**src/rtl/messbauer_pkg.sv**
```systemverilog
// Shared definitions for the Messbauer channel sequencer: FSM encoding and sweep helpers.
package messbauer_pkg;

    typedef enum logic [1:0] {
        IDLE    = 2'd0,
        SYNC    = 2'd1,
        FORWARD = 2'd2,
        REVERSE = 2'd3
    } seq_state_e;

    // Channel count of one slope; the reverse slope begins at this index.
    function automatic int unsigned half_channels(input int unsigned channels);
        return channels >> 1;
    endfunction

endpackage

```
**src/rtl/messbauer_dwell_timer.sv**
```systemverilog
// Per-channel dwell counter; terminal is a registered pulse during the last tick of each dwell.
module messbauer_dwell_timer #(
    parameter int unsigned TICKS = 16
) (
    input  logic clk,
    input  logic reset,
    input  logic clear,
    input  logic enable,
    output logic terminal
);

    localparam int unsigned TICK_W = (TICKS > 1) ? $clog2(TICKS) : 1;
    localparam logic [TICK_W-1:0] LAST_TICK = TICK_W'(TICKS - 1);

    logic [TICK_W-1:0] tick_q;
    logic [TICK_W-1:0] tick_d;

    always_comb begin
        tick_d = tick_q;
        if (clear) begin
            tick_d = '0;
        end else if (enable) begin
            tick_d = (tick_q == LAST_TICK) ? '0 : tick_q + TICK_W'(1);
        end
    end

    // Terminal is registered from the upcoming tick value so it lines up with tick == LAST_TICK.
    always_ff @(posedge clk) begin
        if (reset) begin
            tick_q   <= '0;
            terminal <= 1'b0;
        end else begin
            tick_q   <= tick_d;
            terminal <= ~clear & enable & (tick_d == LAST_TICK);
        end
    end

endmodule

```
**src/rtl/messbauer_channel_sequencer.sv**
```systemverilog
// Sequences the Messbauer velocity sweep: saw-tooth control, per-channel strobes and sweep counting.
module messbauer_channel_sequencer
    import messbauer_pkg::*;
#(
    parameter int unsigned CHANNELS          = 512,
    parameter int unsigned TICKS_PER_CHANNEL = 16,
    parameter int unsigned CYCLE_W           = 16
) (
    input  logic                        clk,
    input  logic                        reset,
    input  logic                        start_req,
    input  logic                        stop_req,
    output logic                        saw_clear,
    output logic                        saw_step,
    output logic                        saw_dir,
    output logic                        sweep_start,
    output logic                        channel_strobe,
    output logic [$clog2(CHANNELS)-1:0] channel_index,
    output logic                        reverse_slope,
    output logic                        busy,
    output logic [CYCLE_W-1:0]          sweep_count
);

    localparam int unsigned CH_W = $clog2(CHANNELS);
    localparam int unsigned MID  = half_channels(CHANNELS);
    localparam logic [CH_W-1:0] MID_LAST = CH_W'(MID - 1);
    localparam logic [CH_W-1:0] CH_LAST  = CH_W'(CHANNELS - 1);

    seq_state_e state_q;
    seq_state_e state_d;
    logic       stop_pending;
    logic       dwell_done;
    logic       timer_clear_c;
    logic       timer_en_c;
    logic       mid_cross_c;
    logic       sweep_end_c;
    logic       saw_clear_d;
    logic       sweep_start_d;
    logic       busy_d;
    logic       reverse_d;

    assign timer_en_c    = (state_q == FORWARD) || (state_q == REVERSE);
    assign timer_clear_c = ~timer_en_c;
    assign mid_cross_c   = (state_q == FORWARD) && dwell_done && (channel_index == MID_LAST);
    assign sweep_end_c   = (state_q == REVERSE) && dwell_done && (channel_index == CH_LAST);

    messbauer_dwell_timer #(
        .TICKS (TICKS_PER_CHANNEL)
    ) u_dwell (
        .clk      (clk),
        .reset    (reset),
        .clear    (timer_clear_c),
        .enable   (timer_en_c),
        .terminal (dwell_done)
    );

    // Both pulses come straight from the registered terminal count.
    assign channel_strobe = dwell_done;
    assign saw_step       = dwell_done;

    always_ff @(posedge clk) begin
        if (reset) begin
            state_q <= IDLE;
        end else begin
            state_q <= state_d;
        end
    end

    always_comb begin
        state_d = state_q;
        unique case (state_q)
            IDLE:    if (start_req) state_d = SYNC;
            SYNC:    state_d = FORWARD;
            FORWARD: if (mid_cross_c) state_d = REVERSE;
            REVERSE: if (sweep_end_c) state_d = stop_pending ? IDLE : SYNC;
            default: state_d = IDLE;
        endcase
    end

    // Outputs are decoded from the next state and registered alongside it.
    always_comb begin
        saw_clear_d   = 1'b0;
        sweep_start_d = 1'b0;
        busy_d        = 1'b0;
        reverse_d     = 1'b0;
        saw_clear_d   = (state_d == SYNC);
        sweep_start_d = (state_d == SYNC);
        busy_d        = (state_d != IDLE);
        reverse_d     = (state_d == REVERSE);
    end

    always_ff @(posedge clk) begin
        if (reset) begin
            saw_clear     <= 1'b0;
            sweep_start   <= 1'b0;
            busy          <= 1'b0;
            saw_dir       <= 1'b0;
            reverse_slope <= 1'b0;
        end else begin
            saw_clear     <= saw_clear_d;
            sweep_start   <= sweep_start_d;
            busy          <= busy_d;
            saw_dir       <= reverse_d;
            reverse_slope <= reverse_d;
        end
    end

    // A stop only takes effect at sweep end; a sweep ending into IDLE consumes it.
    always_ff @(posedge clk) begin
        if (reset) begin
            stop_pending <= 1'b0;
        end else if (sweep_end_c && stop_pending) begin
            stop_pending <= 1'b0;
        end else if (stop_req && ((state_q != IDLE) || start_req)) begin
            stop_pending <= 1'b1;
        end
    end

    always_ff @(posedge clk) begin
        if (reset) begin
            channel_index <= '0;
        end else if ((state_d == SYNC) || (state_d == IDLE)) begin
            channel_index <= '0;
        end else if (dwell_done) begin
            channel_index <= channel_index + CH_W'(1);
        end
    end

    always_ff @(posedge clk) begin
        if (reset) begin
            sweep_count <= '0;
        end else if (sweep_end_c && (sweep_count != {CYCLE_W{1'b1}})) begin
            sweep_count <= sweep_count + CYCLE_W'(1);
        end
    end

endmodule

```
**config.mk**
```make
export PLATFORM = sky130hd
export DESIGN_NAME = messbauer_channel_sequencer
export DESIGN_NICKNAME = d
export VERILOG_FILES = /design/src/rtl/messbauer_pkg.sv /design/src/rtl/messbauer_dwell_timer.sv /design/src/rtl/messbauer_channel_sequencer.sv
export SDC_FILE = /design/constraint.sdc
export NUM_CORES = 1
export LEC_CHECK = 0
export CAP_MARGIN = 20
export CORE_ASPECT_RATIO = 1.1
export CORE_MARGIN = 1
export CORE_UTILIZATION = 49
export CTS_CLUSTER_DIAMETER = 100
export DETAILED_ROUTE_END_ITERATION = 16
export PLACE_DENSITY_LB_ADDON = 0.05
export RECOVER_POWER = 100
export SYNTH_ARGS = -nofsm -noshare
export SYNTH_HDL_FRONTEND = slang
export SYNTH_SLANG_ARGS = --single-unit
```
**constraint.sdc**
```tcl
create_clock -name clk -period 2.8 [get_ports clk]
set_input_delay 0.84 -clock clk [delete_from_list [all_inputs] [get_ports clk]]
set_output_delay 0.84 -clock clk [all_outputs]
set_load 0.03 [all_outputs]
```
==> metrics, run 1 <==
Setup Buffers After CTS 0; Fin Setup TNS 0 ns; min cycle time layout between 2 and 3 ns; CP arrival 2.88 ns; Comb pwr share 0.090; Peak VDD IR 281.1 uV; dpl cell area 0.001983 mm2; post-synthesis net count 194; Tightest Pin Transition 0.4698 ns; yosys warns 0; TritonCTS clock tree done; sw power 224.9 uW; layout cell share with drive strength beyond 1 0.05000; Clock Path Buffers 2; dpl cells 246; clk slew on worst S/H paths 0.10 ns; Setup violations, final 0; Net Sw Frac 0.2485; reg-to-reg slack, setup around 0.18 ns; IO Count 36; met3 WL 159 um; critical path class flop to flop; relative slew slack 0.6864; failing checks DRC; TritonCTS Sinks 36; DR iter-0 viols 62; RR Endpoint sweep_count[15]; Antenna Nets Post-Route 0; number of global-route vias before repair approximately 1500; Area Overhead vs Synth 25.56%; Worst R2R Start channel_index[2]; commonest cells after routing, fill and taps aside 36 x dfxtp_1, 33 x dlygate4sd3_1, 22 x nor2_1; Total GRT Usage 0.2271; post-DR vias/cell 5.980; register bit total from synthesis 36; post-synthesis sequential area ratio 0.4448; drt first pass iters 10; CP max FO 6; Setup crit start kind flop; fin area 0.002034 mm2; CTS resizes 0; Worst Setup End Kind flop; met1 wire length 1459 um; Max Cap Violations 0; total grt overflow 0; Pleak 0.0008231 uW; synthesized cell area 0.001620 mm2; Pwr per Cell Area 444.8 mW/mm2; H-tree depth 2; die area 0.003541 mm2; cts-stage hold buffer count 0; Post-Layout Cell Count 254; largest net degree at the start of global routing 18; GPL Wtd Cong 0.7723; nets 228; Synth area leader dfxtp_1; CTS Buf Count 5; WP data required 3.07 ns; synth top area cells dfxtp_1 44%, nor2_1 5.1%, ha_1 3.9%, a21oi_1 3.7%, nand4_1 3.5%; RSZ-0062 raised after global routing no; outcome finished, violations left; uppermost layer routed met4; Peak Freq 382.0 MHz; Hold Crit Class flop to flop; Die Wd around 57 um; clock group share of total power 0.315; fin crit share 0.9350; ant diodes 0; worst skew pair latency roughly 0.33 ns; Post-Syn Area per Cell 8.758 um2; Worst Reg-to-Reg Cells 7; Power Internal 680.0 uW; Final Hold Vio Count 0; Root Driver clkbuf_4; initial antenna violation count 0; I/O Buffers 35; core box area around 0.0031 mm2; Layout Skew 0.01071 ns; post-detail-place hpwl 2677 um; post-synthesis cell count 185; Flop pwr share 0.595; top-area cell type share of the netlist area 0.4448; pre-CTS setup slack approximately 0.23 ns; max-slew violations 0; leading cell type in the layout, fill and taps excluded dfxtp_1; DRC 4; first-pass GRT wire length 6334 um; Netlist cell types 38; die height 62.31 um; DR vias 1519; crit path to sweep_count[15]; Final WS setup between 0.15 and 0.2 ns; Starting Density 0.5226; wire per inst 14.33 um; DRT Wirelength roughly 3600 um; routed wl met2 1985 um; # rows 21; Worst Setup SP channel_index[2]
==> area by class of cell <==
| class | instances | area [um2] |
|---|---|---|
| timing repair buffer | 39 | 372.9 |
| clock buffer | 8 | 58.81 |
| tap | 34 | 42.54 |
| inverter | 5 | 18.77 |
| multi-input combinational | 132 | 820.8 |
| sequential | 36 | 720.7 |
| fill | 286 | 1066 |
==> critical path, cell delays in order (launching register included) <==
cell and delay (ns):
dfxtp_1 0.43, and4_1 0.26, and4_1 0.24, ha_1 0.18, nand4_1 0.13, or4_1 0.65
or4_1 0.51, a21oi_1 0.16
==> power by group through the flow <==
| stage | clock (uW) | sequential, uW | combinational (uW) |
|---|---|---|---|
| detailed placement | 0 | 550 | 86.6 |
| CTS | 301 | 539 | 86.8 |
| global route | 320 | 541 | 90.2 |
| floorplan | 0 | 559 | 48.2 |
| global placement | 0 | 549 | 84.9 |
| finish | 285 | 538 | 81.6 |
==> cell families (layout without fill, tap and decap cells) <==
kind of cell / count (synthesis) / in the layout / share of synthesized area
buf+inv: 17 / 52 / 0.04865
fa+ha+maj: 5 / 5 / 0.03861
simple gates: 82 / 82 / 0.2718
xor+xnor: 8 / 8 / 0.04324
compound gates: 34 / 34 / 0.1336
flops: 36 / 36 / 0.4448
mux: 3 / 3 / 0.01931
==> cells in the mapped netlist <==
| library cell | number |
|---|---|
| a211oi_1 | 1 |
| a21boi_0 | 2 |
| a21o_1 | 1 |
| a21oi_1 | 12 |
| a311oi_1 | 3 |
| a31o_2 | 1 |
| a31oi_1 | 1 |
| and2_1 | 1 |
| and3_1 | 5 |
| and4_1 | 3 |
| buf_1 | 1 |
| buf_4 | 4 |
| clkbuf_1 | 7 |
| dfxtp_1 | 36 |
| ha_1 | 5 |
| inv_1 | 5 |
| mux2_2 | 1 |
| mux2i_1 | 2 |
| nand2_1 | 9 |
| nand3_1 | 7 |
| nand3b_1 | 1 |
| nand4_1 | 9 |
| nor2_1 | 22 |
| nor2b_1 | 2 |
| nor3_1 | 6 |
| nor3b_1 | 1 |
| nor4_1 | 3 |
| nor4b_1 | 2 |
| o21ai_0 | 7 |
| o22a_1 | 1 |
| o311a_1 | 1 |
| o31ai_1 | 3 |
| o41ai_1 | 1 |
| or2_2 | 1 |
| or3_1 | 5 |
| or4_1 | 5 |
| xnor2_1 | 2 |
| xor2_1 | 6 |
==> routing by layer <==
metal | vias to the layer above | track usage
li1 | 738 | -
met1 | 731 | 0.2526
met2 | 44 | 0.4077
met3 | 6 | 0.05000
met4 | 0 | 0.1006
met5 | - | 0
==> flip-flops by register name (all words and copies together) (netlist names) <==
register and cells:
sweep_start 1, state_q 2, u_dwell.terminal 1, stop_pending 1, reverse_slope 1, channel_index 9
busy 1, sweep_count 16, u_dwell.tick_q 4
==> how the worst min path moves through the flow <==
stage / start / end / slack, ns / cells past startpoint
final: u_dwell.tick_q[3] / u_dwell.tick_q[0] / 0.48 / 1
after floorplan: u_dwell.tick_q[3] / u_dwell.tick_q[0] / 0.45 / 1
after global placement: u_dwell.tick_q[3] / u_dwell.tick_q[0] / 0.46 / 1
after detailed placement: u_dwell.tick_q[3] / u_dwell.tick_q[0] / 0.47 / 1
after CTS: u_dwell.tick_q[3] / u_dwell.tick_q[0] / 0.49 / 1
after global routing: u_dwell.tick_q[3] / u_dwell.tick_q[0] / 0.51 / 1
==> per-stage QoR <==
step | hold slack, ns | utilization | total power, uW
after floorplan | 0.4462 | - | 607.5
after CTS | 0.4901 | 0.6586 | 927.2
final | 0.4845 | 0.6562 | 904.9
after detailed placement | 0.4736 | 0.6396 | 637.0
after global routing | 0.5075 | 0.6562 | 950.5
after global placement | 0.4607 | 0.6396 | 633.9
Note: power is estimated with default switching activity, not from simulation.
==> run 2, diff against run 1 <==
--- a/config.mk
+++ b/config.mk
@@ -7,7 +7,6 @@
 export LEC_CHECK = 0
 export CAP_MARGIN = 20
 export CORE_ASPECT_RATIO = 1.1
-export CORE_MARGIN = 1
 export CORE_UTILIZATION = 49
 export CTS_CLUSTER_DIAMETER = 100
 export DETAILED_ROUTE_END_ITERATION = 16
==> results of run 2 <==
No change in the layout: final DEF, timing and power equal those of run 1.
